## src/rtl/eth_pkg.sv

```systemverilog
// Shared constants, state type and helpers for the Ethernet receive path.
package eth_pkg;
  localparam logic [7:0]  PREAMBLE_BYTE = 8'h55;
  localparam logic [7:0]  SFD_BYTE      = 8'hD5;
  localparam logic [31:0] CRC_POLY      = 32'h04C11DB7;
  localparam logic [31:0] CRC_RESIDUE   = 32'hDEBB20E3;
  localparam logic [10:0] MIN_FRAME     = 11'd18;
  localparam logic [10:0] MAX_FRAME     = 11'd1518;
  localparam logic [47:0] BCAST_MAC     = 48'hFFFF_FFFF_FFFF;

  // Byte offsets from the first destination-MAC byte.
  localparam logic [10:0] DST_OFF   = 11'd0;
  localparam logic [10:0] SRC_OFF   = 11'd6;
  localparam logic [10:0] ETYPE_OFF = 11'd12;
  localparam logic [10:0] PAY_OFF   = 11'd14;

  typedef enum logic [2:0] {IDLE, PRE, HDR, PAY, DROP} rx_state_t;

  function automatic logic [31:0] reflect32(input logic [31:0] v);
    logic [31:0] r;
    for (int i = 0; i < 32; i++) r[i] = v[31-i];
    return r;
  endfunction

  // Network-order byte idx (0 = first on the wire) of a MAC address.
  function automatic logic [7:0] mac_byte(input logic [47:0] mac, input logic [2:0] idx);
    logic [47:0] s;
    s = mac >> (8 * (5 - int'(idx)));
    return s[7:0];
  endfunction
endpackage

```

## src/rtl/eth_rx_crc32.sv

```systemverilog
// Reflected CRC-32 advanced one LSB-first chunk per enabled cycle; flags the good-FCS residue.
module eth_rx_crc32
  import eth_pkg::*;
#(
  parameter int N = 2
) (
  input  logic         clk,
  input  logic         rst,
  input  logic         clr,
  input  logic         en,
  input  logic [N-1:0] d,
  output logic         match
);
  localparam logic [31:0] POLY_R = reflect32(CRC_POLY);

  logic [31:0] crc;

  function automatic logic [31:0] step(input logic [31:0] c, input logic [N-1:0] dd);
    logic [31:0] r;
    r = c;
    for (int i = 0; i < N; i++) r = {1'b0, r[31:1]} ^ ((r[0] ^ dd[i]) ? POLY_R : 32'h0);
    return r;
  endfunction

  always_ff @(posedge clk or negedge rst) begin
    if (!rst)     crc <= '1;
    else if (clr) crc <= '1;
    else if (en)  crc <= step(crc, d);
  end

  assign match = (crc == CRC_RESIDUE);
endmodule

```

## src/rtl/ethernet_rx.sv

```systemverilog
// Ethernet receive path: preamble/SFD lock, header parse, 4-byte hold-back payload FIFO, FCS verdict.
// Define ETHERNET_RX_BCAST_EN to also accept frames addressed to ff:ff:ff:ff:ff:ff.
module ethernet_rx
  import eth_pkg::*;
#(
  parameter int N = 2  // 2 or 4 only
) (
  input  logic         clk,
  input  logic         rst,
  input  logic [N-1:0] axiid,
  input  logic         axiiv,
  input  logic [47:0]  my_mac,
  output logic         axiov,
  output logic [7:0]   axiod,
  output logic [47:0]  src_mac,
  output logic [15:0]  etype,
  output logic         frame_done,
  output logic         frame_ok
);
`ifdef ETHERNET_RX_BCAST_EN
  localparam bit BCAST_EN = 1'b1;
`else
  localparam bit BCAST_EN = 1'b0;
`endif
  localparam int         CPB        = 8 / N;
  localparam logic [1:0] LAST_CHUNK = 2'(CPB - 1);

  rx_state_t   state;
  logic [7:0]  sr;
  logic [1:0]  ccnt;
  logic [10:0] bcnt;
  logic        m_ok, b_ok;
  logic [7:0]  hold [4];
  logic [2:0]  hcnt;
  logic        crc_ok;
  logic [7:0]  nb;
  logic        last, dest_hit, bcast_hit, addr_ok;
  logic [2:0]  didx;

  assign nb        = {axiid, sr[7:N]};
  assign last      = (ccnt == LAST_CHUNK);
  assign didx      = 3'(bcnt - DST_OFF);
  assign dest_hit  = m_ok && (nb == mac_byte(my_mac, didx));
  assign bcast_hit = b_ok && (nb == mac_byte(BCAST_MAC, didx));
  assign addr_ok   = dest_hit || (BCAST_EN && bcast_hit);

  eth_rx_crc32 #(.N(N)) u_crc (
    .clk  (clk),
    .rst  (rst),
    .clr  (state == IDLE || state == PRE),
    .en   (axiiv && (state == HDR || state == PAY)),
    .d    (axiid),
    .match(crc_ok)
  );

  always_ff @(posedge clk or negedge rst) begin
    if (!rst) begin
      state      <= IDLE;
      sr         <= '0;
      ccnt       <= '0;
      bcnt       <= '0;
      m_ok       <= 1'b0;
      b_ok       <= 1'b0;
      hold       <= '{default: '0};
      hcnt       <= '0;
      axiov      <= 1'b0;
      axiod      <= '0;
      src_mac    <= '0;
      etype      <= '0;
      frame_done <= 1'b0;
      frame_ok   <= 1'b0;
    end else begin
      axiov      <= 1'b0;
      frame_done <= 1'b0;
      frame_ok   <= 1'b0;
      if (!axiiv) begin
        if (state == HDR || state == PAY || state == DROP) begin
          frame_done <= 1'b1;
          frame_ok   <= (state == PAY) && crc_ok && (ccnt == 2'd0) &&
                        (bcnt >= MIN_FRAME) && (bcnt <= MAX_FRAME);
        end
        state <= IDLE;
      end else begin
        case (state)
          IDLE: if (axiid == PREAMBLE_BYTE[N-1:0]) state <= PRE;
          PRE: begin
            if (axiid == SFD_BYTE[7:8-N]) begin
              state <= HDR;
              ccnt  <= '0;
              bcnt  <= '0;
              hcnt  <= '0;
              m_ok  <= 1'b1;
              b_ok  <= 1'b1;
            end else if (axiid != PREAMBLE_BYTE[N-1:0]) begin
              state <= IDLE;
            end
          end
          HDR, PAY: begin
            sr   <= nb;
            ccnt <= last ? 2'd0 : ccnt + 2'd1;
            if (last) begin
              bcnt <= bcnt + 11'd1;
              if (state == HDR) begin
                if (bcnt < SRC_OFF) begin
                  m_ok <= dest_hit;
                  b_ok <= bcast_hit;
                  if (bcnt == SRC_OFF - 11'd1 && !addr_ok) state <= DROP;
                end else if (bcnt < ETYPE_OFF) begin
                  src_mac <= {src_mac[39:0], nb};
                end else begin
                  etype <= {etype[7:0], nb};
                  if (bcnt == PAY_OFF - 11'd1) state <= PAY;
                end
              end else if (bcnt == MAX_FRAME) begin
                state <= DROP;
              end else if (hcnt == 3'd4) begin
                // FIFO full: the oldest byte is now known not to be FCS
                axiov <= 1'b1;
                axiod <= hold[0];
                hold  <= '{hold[1], hold[2], hold[3], nb};
              end else begin
                hold[hcnt[1:0]] <= nb;
                hcnt            <= hcnt + 3'd1;
              end
            end
          end
          default: ;
        endcase
      end
    end
  end
endmodule
```

## config.mk

```make
export PLATFORM = sky130hd
export DESIGN_NAME = ethernet_rx
export DESIGN_NICKNAME = d
export VERILOG_FILES = /design/src/rtl/eth_pkg.sv /design/src/rtl/eth_rx_crc32.sv /design/src/rtl/ethernet_rx.sv
export SDC_FILE = /design/constraint.sdc
export NUM_CORES = 1
export LEC_CHECK = 0
export CAP_MARGIN = 0
export CORE_ASPECT_RATIO = 0.75
export CORE_MARGIN = 8
export CORE_UTILIZATION = 48
export CTS_CLUSTER_DIAMETER = 80
export DETAILED_ROUTE_END_ITERATION = 8
export HOLD_SLACK_MARGIN = 0.08
export PLACE_DENSITY = 0.76
export SETUP_SLACK_MARGIN = 0.5
export SYNTH_ARGS = -nofsm -noshare
export SYNTH_HDL_FRONTEND = slang
export SYNTH_SLANG_ARGS = --single-unit
```

## constraint.sdc

```tcl
create_clock -name clk -period 2.9 [get_ports clk]
set_clock_uncertainty 0.2 [all_clocks]
set_input_delay 0.58 -clock clk [delete_from_list [all_inputs] [get_ports clk]]
set_output_delay 0.58 -clock clk [all_outputs]
set_load 0.02 [all_outputs]
```

### Yosys cells after proc, flatten, opt, wreduce, memory -nomap -nowiden

Index checks and enable logic that the tools add are counted.

| storage, ports and cells | value |
|---|---|
| output and inout bits | 75 |
| bits in registers | 167 |
| logic and storage cells | 140 |
| bits of input ports | 53 |

| operators by class | value |
|---|---|
| equal/unequal tests | 29 |
| multiplexer cells | 47 |
| shift-type cells | 1 |
| add/subtract/negate cells | 4 |
| bitwise gates (word level) | 9 |
| reduce and logical (&&, ||, !) cells | 27 |
| order comparisons | 6 |

Operators by type and width:

| operator | count |
|---|---|
| $mux W32 | 5 |
| $xor A31 B32 Y32 | 2 |
| $mux W3 | 16 |
| $shr A48 B32 Y8 | 1 |
| $bwmux W32 | 1 |
| $eq A32 B32 Y1 const B | 1 |
| $reduce_and A6 Y1 | 4 |
| $mux W11 | 2 |
| $pmux W11 S2 | 1 |
| $demux W8 S2 | 1 |
| $ne A5 B5 Y1 const B | 3 |
| $mux W1 | 14 |
| $ne A2 B2 Y1 const B | 6 |
| $add A11 B1 Y11 const B | 1 |
| $eq A11 B11 Y1 const B | 1 |
| $eq A11 B3 Y1 const B | 1 |
| $eq A11 B4 Y1 const B | 1 |
| $ge A11 B5 Y1 const B | 1 |
| $le A11 B11 Y1 const B | 1 |
| $lt A11 B3 Y1 const B | 1 |
| $lt A11 B4 Y1 const B | 1 |
| $pmux W3 S3 | 1 |
| $eq A8 B8 Y1 | 1 |
| $logic_and A1 B1 Y1 | 8 |
| other kinds (36) | 48 |

### Depth between registers and ports, before layout

Gate-level depths: netlist of run 1.

| logic depth | value |
|---|---|
| depth after elaboration | 12 |
| mapped depth | 11 |

### By module

Synthesis of run 1 repeated with hierarchy kept, for this count alone.

| second synthesis, totals | value |
|---|---|
| cells, all modules | 683 |
| area total of the unflattened synthesis | 8064.0 um^2 |

By module, submodules not included:

| module | seq. area each (um^2) | cells an instance | area an instance (um^2) | times used |
|---|---|---|---|---|
| ethernet_rx | 3328.2 | 542 | 6327.3 | 1 |
| eth_rx_crc32 | 840.8 | 141 | 1736.7 | 1 |

### Worst setup path before layout of run 1

Ideal clock, no wire load.

| path | value |
|---|---|
| path type | register -> register |
| from | reg bcnt[1] |
| to | reg state[1] |
| stages on the path, launching flop included | 12 |
| data required time | 2.574 ns |
| slack | -0.220 ns |
| data arrival time | 2.793 ns |
| buffers on the path | 2 |
| setup time | 0.126 ns |
| path through | dfrtp_1 -> buf_1 -> inv_1 -> ha_1 -> buf_2 -> mux2i_1 -> nor2_1 -> o31a_1 -> o221a_2 -> a41oi_2 -> a31oi_2 -> o32a_1 |

| between the ends | value |
|---|---|
| cells in the longest elaborated chain, start to end | 8 |

RTL lines:

| item | line | text |
|---|---|---|
| start, declared | ethernet_rx.sv:31 | `logic [10:0] bcnt;` |
| start signal, assigned | ethernet_rx.sv:102 | `bcnt <= bcnt + 11'd1;` |
| $sub A3 B3 Y4 | n/a |  |
| $shr A48 B32 Y8 | eth_pkg.sv:28 | `s = mac >> (8 * (5 - int'(idx)));` |
| $eq A8 B8 Y1 | ethernet_rx.sv:43 | `assign dest_hit = m_ok && (nb == mac_byte(my_mac, didx));` |
| $logic_and A1 B1 Y1 | ethernet_rx.sv:43 |  |
| $logic_not A1 Y1 | ethernet_rx.sv:107 | `if (bcnt == SRC_OFF - 11'd1 && !addr_ok) state <= DROP;` |
| $logic_and A1 B1 Y1 | ethernet_rx.sv:107 |  |
| $ne A5 B5 Y1 (no source line) | n/a |  |
| $reduce_and A8 Y1 (no source line) | n/a |  |
| end signal, assigned | ethernet_rx.sv:107 |  |
| end signal, assigned | ethernet_rx.sv:112 | `if (bcnt == PAY_OFF - 11'd1) state <= PAY;` |
| end signal, assigned | ethernet_rx.sv:115 | `state <= DROP;` |
| end, declared | ethernet_rx.sv:28 | `rx_state_t state;` |

Parallel ways exist; a longest one is shown, timed or not. The select of a mux whose other input is x is not followed.
A chain may end at the register's enable or synchronous reset.

### Worst setup path in the final report of run 1

Same ends and word-level chain as after synthesis.

==> results of run 1 <==
==> metrics by stage <==
stage | worst slack [ns] | setup TNS (ns) | area (um^2) | power [W]
floorplan | 0.2418 | 0 | 7868 | 0.003875
detailed placement | -0.06461 | -0.1855 | 9424 | 0.004397
CTS | 0.2396 | 0 | 10480 | 0.006803
finish | 0.2631 | 0 | 10800 | 0.006934
global placement | 0.03775 | 0 | 9424 | 0.004328
global route | 0.1893 | 0 | 10800 | 0.007248
==> placed cells by master (no fill, tap or decap), drive strengths merged, types with 28 or more instances in the layout <==
cell type | netlist | layout
nor2 | 52 | 52
mux2 | 92 | 92
a21oi | 38 | 38
o22a | 28 | 28
buf | 17 | 65
dfstp | 32 | 32
clkdlybuf4s50 | 0 | 126
xor2 | 30 | 30
dfrtp | 133 | 133
==> registers in the layout, indices dropped and copies added, names as in the netlist, 6 cells and up <==
register   count
u_crc.crc     32
bcnt          11
src_mac       48
etype         16
hold          32
axiod          8
sr             6
==> metal layers <==
metal | vias up | wire, um
met5 | - | 0
met4 | 0 | 297
met3 | 32 | 1421
met2 | 217 | 10010
met1 | 3008 | 8878
li1 | 2629 | -
==> what timing repair did <==
| action | in CTS | in global routing |
|---|---|---|
| resized for setup | 47 | 60 |
| endpoints found under the hold margin | 40 | 0 |
| cloned | 6 | 4 |
| pin swaps | 9 | 16 |
| hold buffers | 1 | 0 |
| buffers inserted | 18 | 8 |
| endpoints found under the setup margin | 92 | 108 |
==> logic make-up after synthesis <==
group,after synthesis,share of synthesized area (%)
AO/OA/AOI/OAI,118,10.62
XOR/XNOR,37,4.476
adder cells (fa/ha/maj),12,1.939
buffers and inverters,48,2.973
flip-flops,165,53.84
multiplexers,114,17.19
AND/OR/NAND/NOR,135,8.968
==> power groups by stage <==
stage	sequential (W)	clock, W	combinational (W)
floorplan	0.00268	0	0.00119
global placement	0.00287	0	0.00145
detailed placement	0.00288	0	0.00152
CTS	0.00284	0.00218	0.00178
global route	0.00289	0.00230	0.00206
finish	0.00286	0.00216	0.00191
==> worst min path at each step <==
stage                 to  slack, ns  depth (start not counted)
6_report       etype[13]       0.31                          1
5_1_grt        etype[13]       0.32                          1
4_1_cts         axiod[0]       0.31                          1
3_5_place_dp    axiod[0]       0.29                          1
3_3_place_gp   etype[15]       0.29                          1
2_1_floorplan   axiod[0]       0.08                          0
==> layout make-up <==
type | instances | area share, %
clock buffer | 19 | 4.008
clock inverter | 12 | 1.112
inverter | 7 | 0.2896
multi-input combinational | 417 | 35.03
sequential | 165 | 38.68
tap | 210 | 2.433
timing repair buffer | 192 | 18.45
==> worst max-delay path: stages (launching register included) <==
cell	delay (ns)
dfrtp_2	0.43
inv_4	0.05
ha_4	0.32
mux2i_2	0.25
nor2_2	0.07
o31a_1	0.29
o221a_4	0.27
a41oi_4	0.18
a31oi_4	0.15
o32a_1	0.31
==> results.json, run 1 <==
{
  "routed_via_density": 5.759,
  "h-tree-depth": 4,
  "clkPwrFrac_pct": 31.2,
  "dieWidth_um": 162.7,
  "io_pins": 128,
  "synth_edf_count": 0,
  "drt-total-wl_mm": 20.61,
  "reg2reg_from": "bcnt[1]",
  "start_kind": "flip-flop",
  "slew_headroom_pct": 60.44,
  "vias": 5886,
  "cp-end-kind": "flip-flop",
  "grt_pass1_vias": 5904,
  "netlist.top_cell.by_area": "dfrtp_1",
  "netlist_area_um2": 7744,
  "initial_core_util_pct": 48.66,
  "p_leak_nw": 4.780,
  "fp.coreArea_um2": 15920,
  "synth_top_area_share_pct": 42.98,
  "max_cap_violations": 0,
  "endpoint": "state[1]",
  "ys_top_cells_by_area": "dfrtp_1 43%, dfstp_2 11%, mux2_2 10%",
  "p_sw_w": 0.002259,
  "cts_buffers": 17,
  "hold_slack_ns": 0.3073,
  "drtAntennaViolNets": 0,
  "dp.cells": 954,
  "worstPathRequired_ns": 3.00,
  "firstDrtPassIters": 6,
  "gr-usage-all-layers_pct": 19.47,
  "io_buffer_count": 127,
  "grt_pass1_wl_mm": 32.02,
  "max_clock_freq_mhz": 379.2,
  "grtUsageMet1_pct": 25.27,
  "holdCritStartpoint": "etype[13]",
  "cts.sinks": 165,
  "drive_gt1_share_pct": 33.50,
  "overflow": 0,
  "final-seq-area_um2": 4178,
  "finalCritPeriodShare_pct": 90.93,
  "synth_cells": 629,
  "synth_flop_cell": "dfrtp_1",
  "clkSlewWorstSetupHoldPaths_ns": 0.07,
  "die-area_um2": 20500,
  "synth_seq_area_share_pct": 53.84,
  "syn-num-nets": 694,
  "dp_hpwl_mm": 13.18,
  "syn_to_final_growth_pct": 39.49,
  "netSwitchingFraction_pct": 32.58,
  "critical_path.max_fanout": 6,
  "gr-usage-met2_pct": 32.10,
  "r2r_end": "state[1]",
  "clk_latency_ns": 0.42,
  "antennaDiodeCount": 0,
  "r2r_cells": 9,
  "stdcell_count": 1022,
  "placementRows": 40,
  "ys_async_sr_fraction_pct": 100.0,
  "die_h_um": 126.0,
  "cp-startpoint": "bcnt[1]",
  "p_seq_share_pct": 41.3,
  "ys_warn_count": 0,
  "use_met3_pct": 4.622,
  "antenna_found_initial": 0,
  "outcome": "completed",
  "tritoncts": "done",
  "reg2reg_slack_ns": 0.26,
  "fillers": 1102,
  "p_per_area_nw_per_um2": 641.9,
  "drt-initial-drc-count": 613,
  "synth_common_cells": "133 x dfrtp_1, 70 x mux2_2, 52 x nor2_1",
  "timing.final.hold_violations": 0,
  "nNetsFinal": 865,
  "drc_errors": 0,
  "wl_per_cell_um": 20.17,
  "finalCriticalPeriod_ns": 2.637,
  "grt-busiest-layer": "met2",
  "p_int_w": 0.004675,
  "yosys_register_bits": 165,
  "syn_avg_cell_area_um2": 12.31,
  "crit_type": "reg2reg",
  "grt_max_degree": 52,
  "utilization_pct": 67.87,
  "setup_viol": 0,
  "ir_drop_uv": 448.5,
  "clock_path_buffers": 2,
  "multi_input_area_um2": 3784,
  "clockRootBuffer": "clkbuf_16",
  "p_comb_share_pct": 27.5,
  "rsz0062_at_grt": "yes",
  "synth.most_common_cell": "dfrtp_1",
  "worst_hold_path_type": "reg2reg",
  "yosysUniqueCellTypes": 59,
  "cp_data_arrival_time_ns": 2.74,
  "routabilityCongestion": 0.8422,
  "maxSlewViolCount": 0,
  "worst_pin_slew_ns": 0.5934
}
No activity file was read; power rests on OpenSTA's default activity.
==> run 2: changes to the inputs <==
Settings changed: CORE_MARGIN 8 to 2.
==> results.json, run 2 (same netlist as run 1, synthesis figures left out) <==
{
  "largest-register": "src_mac",
  "die_h_um": 114.0,
  "firstDrtPassIters": 6,
  "finalCritPeriodShare_pct": 91.84,
  "tritoncts": "done",
  "cp.buffers_inverters": 3,
  "grt_pass1_wl_mm": 30.25,
  "cp_data_arrival_time_ns": 2.77,
  "vias": 5728,
  "slew_headroom_pct": 58.54,
  "dp.cells": 953,
  "dp_hpwl_mm": 12.22,
  "top_regs": "src_mac: 48 flops, hold: 32 flops, u_crc.crc: 32 flops",
  "fillers": 1138,
  "cp-end-kind": "flip-flop",
  "drt-total-wl_mm": 19.05,
  "stdcell_count": 1016,
  "wl_per_cell_um": 18.75,
  "layout_commonest_cell": "dfrtp_1",
  "clock_path_buffers": 2,
  "layout_common_cells": "128 x dfrtp_1, 126 x clkdlybuf4s50_1, 47 x nor2_1, 47 x mux2_4, 43 x mux2_2",
  "dieWidth_um": 150.7,
  "nNetsFinal": 859,
  "antenna_found_initial": 0,
  "p_per_area_nw_per_um2": 639.4,
  "h-tree-depth": 4,
  "routed_via_density": 5.638,
  "die-area_um2": 17180,
  "drc_errors": 0,
  "rsz0062_at_grt": "yes",
  "cpLargestDelayFamily": "compound AO/OA/AOI/OAI gates",
  "placementRows": 40,
  "max_stage_delay_ns": 0.41,
  "max_cap_violations": 0,
  "hold_slack_ns": 0.3106,
  "initial_core_util_pct": 48.66,
  "worstPathRequired_ns": 3.01,
  "crit_type": "reg2reg",
  "fp.coreArea_um2": 15920,
  "ir_drop_uv": 431.9,
  "gr-usage-all-layers_pct": 22.53,
  "maxSlewViolCount": 0,
  "io_buffer_count": 127,
  "reg2reg_slack_ns": 0.24,
  "routabilityCongestion": 0.8267,
  "start_kind": "flip-flop",
  "largest_reg_flops": 48,
  "p_leak_nw": 4.701,
  "clkSlewWorstSetupHoldPaths_ns": 0.06,
  "total_power_w": 0.006792,
  "timing.final.hold_violations": 0,
  "cp_common_cell": "buf_4",
  "clk_latency_ns": 0.43,
  "drive_gt1_share_pct": 32.26,
  "crit_slowest_cell": "dfrtp_2",
  "worst_pin_slew_ns": 0.6219,
  "cts_buffers": 17,
  "setup_viol": 0,
  "worst_hold_path_type": "reg2reg",
  "finalCriticalPeriod_ns": 2.663,
  "grt_pass1_vias": 5750,
  "grt_max_degree": 68,
  "drt-initial-drc-count": 546,
  "syn_to_final_growth_pct": 37.18,
  "critical_path.max_fanout": 6,
  "crit_chain": "inv_4 -> ha_4 -> buf_4 -> nor2b_4 -> buf_4 -> a22oi_1 -> xnor2_1 -> nor2_1 -> a41oi_4 -> a31oi_4 -> o32a_1",
  "overflow": 0,
  "tns_ns": 0,
  "cts.sinks": 165,
  "io_pins": 128,
  "antennaDiodeCount": 0,
  "clockRootBuffer": "clkbuf_16",
  "max_clock_freq_mhz": 375.5,
  "drtAntennaViolNets": 0,
  "outcome": "completed"
}
## run 2: cell types whose count changed in the layout (fill, tap and decap cells not counted), moves of 3 or more
cell	previous run	this run
inv_6	7	4
o21a_4	3	0
mux2_4	53	47
nor2_1	42	47
mux2_2	37	43
nor2_2	8	4
## run 2: path summary, 6_finish.rpt
check / start / endpoint / cells past startpoint
worst max-delay path: bcnt[1] / state[1] / 11
worst min-delay path: etype[15] / etype[15] / 1
worst max register to register: bcnt[1] / state[1] / 11
worst min register to register: etype[15] / etype[15] / 1
max in group asynchronous: rst / u_crc.crc[22] / 3
min in group asynchronous: rst / etype[13] / 2
## run 2: layout make-up
class                      instances  area (um^2)  share of cell area [%]
timing repair buffer             186         1914                   18.02
clock buffer                      19        442.9                   4.170
tap                              210        262.8                   2.473
multi-input combinational        417         3699                   34.82
inverter                           7        31.28                  0.2945
sequential                       165         4178                   39.33
clock inverter                    12        95.09                  0.8952
## run 2: metal layers
metal,vias up,track usage (%),wire length [um]
met1,2944,32.37,8716
met3,21,4.200,1009
met4,0,5.919,255
met5,-,0,0
li1,2610,-,-
met2,153,35.55,9069
## run 2: power by group
group,internal (W),switching (W),leakage [nW],total (W)
registers,0.00253,0.000328,2.17,0.00286
logic,0.000916,0.000942,2.27,0.00186
clock network,0.00113,0.000949,0.262,0.00208
## run 2: metrics by stage
| step | util (%) | worst slack (ns) | area (um^2) |
|---|---|---|---|
| 2_1_floorplan | - | 0.2418 | 7868 |
| 3_3_place_gp | 59.25 | 0.03141 | 9429 |
| 3_5_place_dp | 59.25 | -0.01892 | 9429 |
| 4_1_cts | 65.50 | 0.2036 | 10420 |
| 5_1_grt | 66.75 | 0.1554 | 10620 |
| 6_report | 66.75 | 0.2366 | 10620 |
## run 2: timing repair
| item | 4_1_cts | 5_1_grt |
|---|---|---|
| setup endpoints to repair | 71 | 67 |
| pin swaps | 9 | 13 |
| hold buffers | 1 | 0 |
| setup buffers | 19 | 5 |
| cloned | 6 | 1 |
| endpoints found under the hold margin | 64 | 0 |
| gates resized for setup | 46 | 36 |
==> run 3: changes to the inputs <==
Settings changed: RECOVER_POWER from default to 50.
==> results.json, run 3 (same netlist as run 1, synthesis figures left out) <==
{
  "crit_chain": "inv_4 -> ha_4 -> buf_4 -> nor2b_4 -> buf_4 -> a22oi_1 -> xnor2_1 -> nor2_1 -> a41oi_4 -> a31oi_4 -> o32a_1",
  "h-tree-depth": 4,
  "dp_hpwl_mm": 12.22,
  "max_clock_freq_mhz": 376.3,
  "grt_pass1_vias": 5750,
  "start_kind": "flip-flop",
  "max_stage_delay_ns": 0.42,
  "rsz0062_at_grt": "yes",
  "cts_buffers": 17,
  "gr-usage-all-layers_pct": 22.53,
  "layout_commonest_cell": "dfrtp_1",
  "outcome": "completed",
  "antennaDiodeCount": 0,
  "vias": 5782,
  "crit_slowest_cell": "dfrtp_2",
  "die_h_um": 114.0,
  "fp.coreArea_um2": 15920,
  "finalCritPeriodShare_pct": 91.65,
  "drt-initial-drc-count": 549,
  "io_pins": 128,
  "worstPathRequired_ns": 3.01,
  "largest_reg_flops": 48,
  "placementRows": 40,
  "syn_to_final_growth_pct": 36.71,
  "timing.final.hold_violations": 0,
  "maxSlewViolCount": 0,
  "tritoncts": "done",
  "clkSlewWorstSetupHoldPaths_ns": 0.06,
  "die-area_um2": 17180,
  "nNetsFinal": 859,
  "slew_headroom_pct": 39.00,
  "cp-end-kind": "flip-flop",
  "p_leak_nw": 4.676,
  "drtAntennaViolNets": 0,
  "dieWidth_um": 150.7,
  "dpl_cell_area_um2": 9429,
  "cp_common_cell": "buf_4",
  "crit_type": "reg2reg",
  "clock_path_buffers": 2,
  "ir_drop_uv": 430.7,
  "drive_gt1_share_pct": 31.64,
  "drc_errors": 0,
  "worst_hold_path_type": "reg2reg",
  "cp_data_arrival_time_ns": 2.77,
  "p_per_area_nw_per_um2": 640.2,
  "max_cap_violations": 0,
  "antenna_found_initial": 0,
  "finalCriticalPeriod_ns": 2.658,
  "io_buffer_count": 127,
  "overflow": 0,
  "stdcell_count": 1016,
  "cpLargestDelayFamily": "compound AO/OA/AOI/OAI gates",
  "firstDrtPassIters": 6,
  "drt-total-wl_mm": 19.09,
  "largest-register": "src_mac",
  "cts.sinks": 165,
  "dp.cells": 953,
  "clk_latency_ns": 0.43,
  "wl_per_cell_um": 18.79,
  "cp.buffers_inverters": 3,
  "critical_path.max_fanout": 6,
  "hold_slack_ns": 0.3107,
  "initial_core_util_pct": 48.66,
  "layout_common_cells": "128 x dfrtp_1, 124 x clkdlybuf4s50_1, 47 x nor2_1, 47 x mux2_4, 43 x mux2_2",
  "setup_viol": 0,
  "worst_pin_slew_ns": 0.9150,
  "grt_max_degree": 68,
  "routed_via_density": 5.691,
  "top_regs": "src_mac: 48 flops, hold: 32 flops, u_crc.crc: 32 flops",
  "clockRootBuffer": "clkbuf_16",
  "fin_area_um2": 10590,
  "grt_pass1_wl_mm": 30.25,
  "routabilityCongestion": 0.8267
}
## run 3: cell types whose count changed in the layout (fill, tap and decap cells not counted)
cell	before	now
buf_4	41	34
clkbuf_1	1	6
clkbuf_2	0	2
clkdlybuf4s50_1	126	124
dlygate4sd3_1	1	3
buf_12	4	3
clkbuf_4	0	1
## run 3: report_power, final
part | leakage (nW) | switching, W | internal (W)
clock network | 0.262 | 0.000949 | 0.00113
logic | 2.25 | 0.000943 | 0.000897
registers | 2.17 | 0.000330 | 0.00253
## run 3: final timing paths
path	startpoint	endpoint	slack, ns	cells after the start
worst max-delay path	bcnt[2]	state[1]	0.24	11
max in group asynchronous	rst	bcnt[9]	0.67	3
worst max register to register	bcnt[2]	state[1]	0.24	11
worst min-delay path	etype[15]	etype[15]	0.31	1
worst min register to register	etype[15]	etype[15]	0.31	1
min in group asynchronous	rst	etype[13]	0.51	2
## run 3: layer usage
layer | global-route usage [%] | routed length, um | part of all wire (%) | vias up
met2 | 35.55 | 9192 | 48 | 157
met5 | 0 | 0 | 0 | -
li1 | - | - | - | 2613
met1 | 32.37 | 8814 | 46 | 2991
met3 | 4.200 | 847 | 4.4 | 21
met4 | 5.919 | 236 | 1.2 | 0
## run 3: through the flow
stage	power (W)	setup TNS, ns	util [%]	setup WS [ns]
5_1_grt	0.007086	0	66.52	0.1554
2_1_floorplan	0.003875	0	-	0.2418
4_1_cts	0.006627	0	65.50	0.2036
3_5_place_dp	0.004383	-0.04575	59.25	-0.01892
6_report	0.006777	0	66.52	0.2422
3_3_place_gp	0.004331	0	59.25	0.03141
## run 3: what timing repair did
item	CTS	global route
hold endpoints to repair	64	0
setup endpoints to repair	71	67
gates cloned	6	1
buffers inserted	19	5
pin swaps	9	13
gates resized for setup	46	36
hold buffers	1	0
## run 3: final cells by class
cell class	count	area, um^2
clock buffer	19	442.9
clock inverter	12	95.09
fill	1149	5329
inverter	7	31.28
multi-input combinational	417	3699
sequential	165	4178
tap	210	262.8
timing repair buffer	186	1878
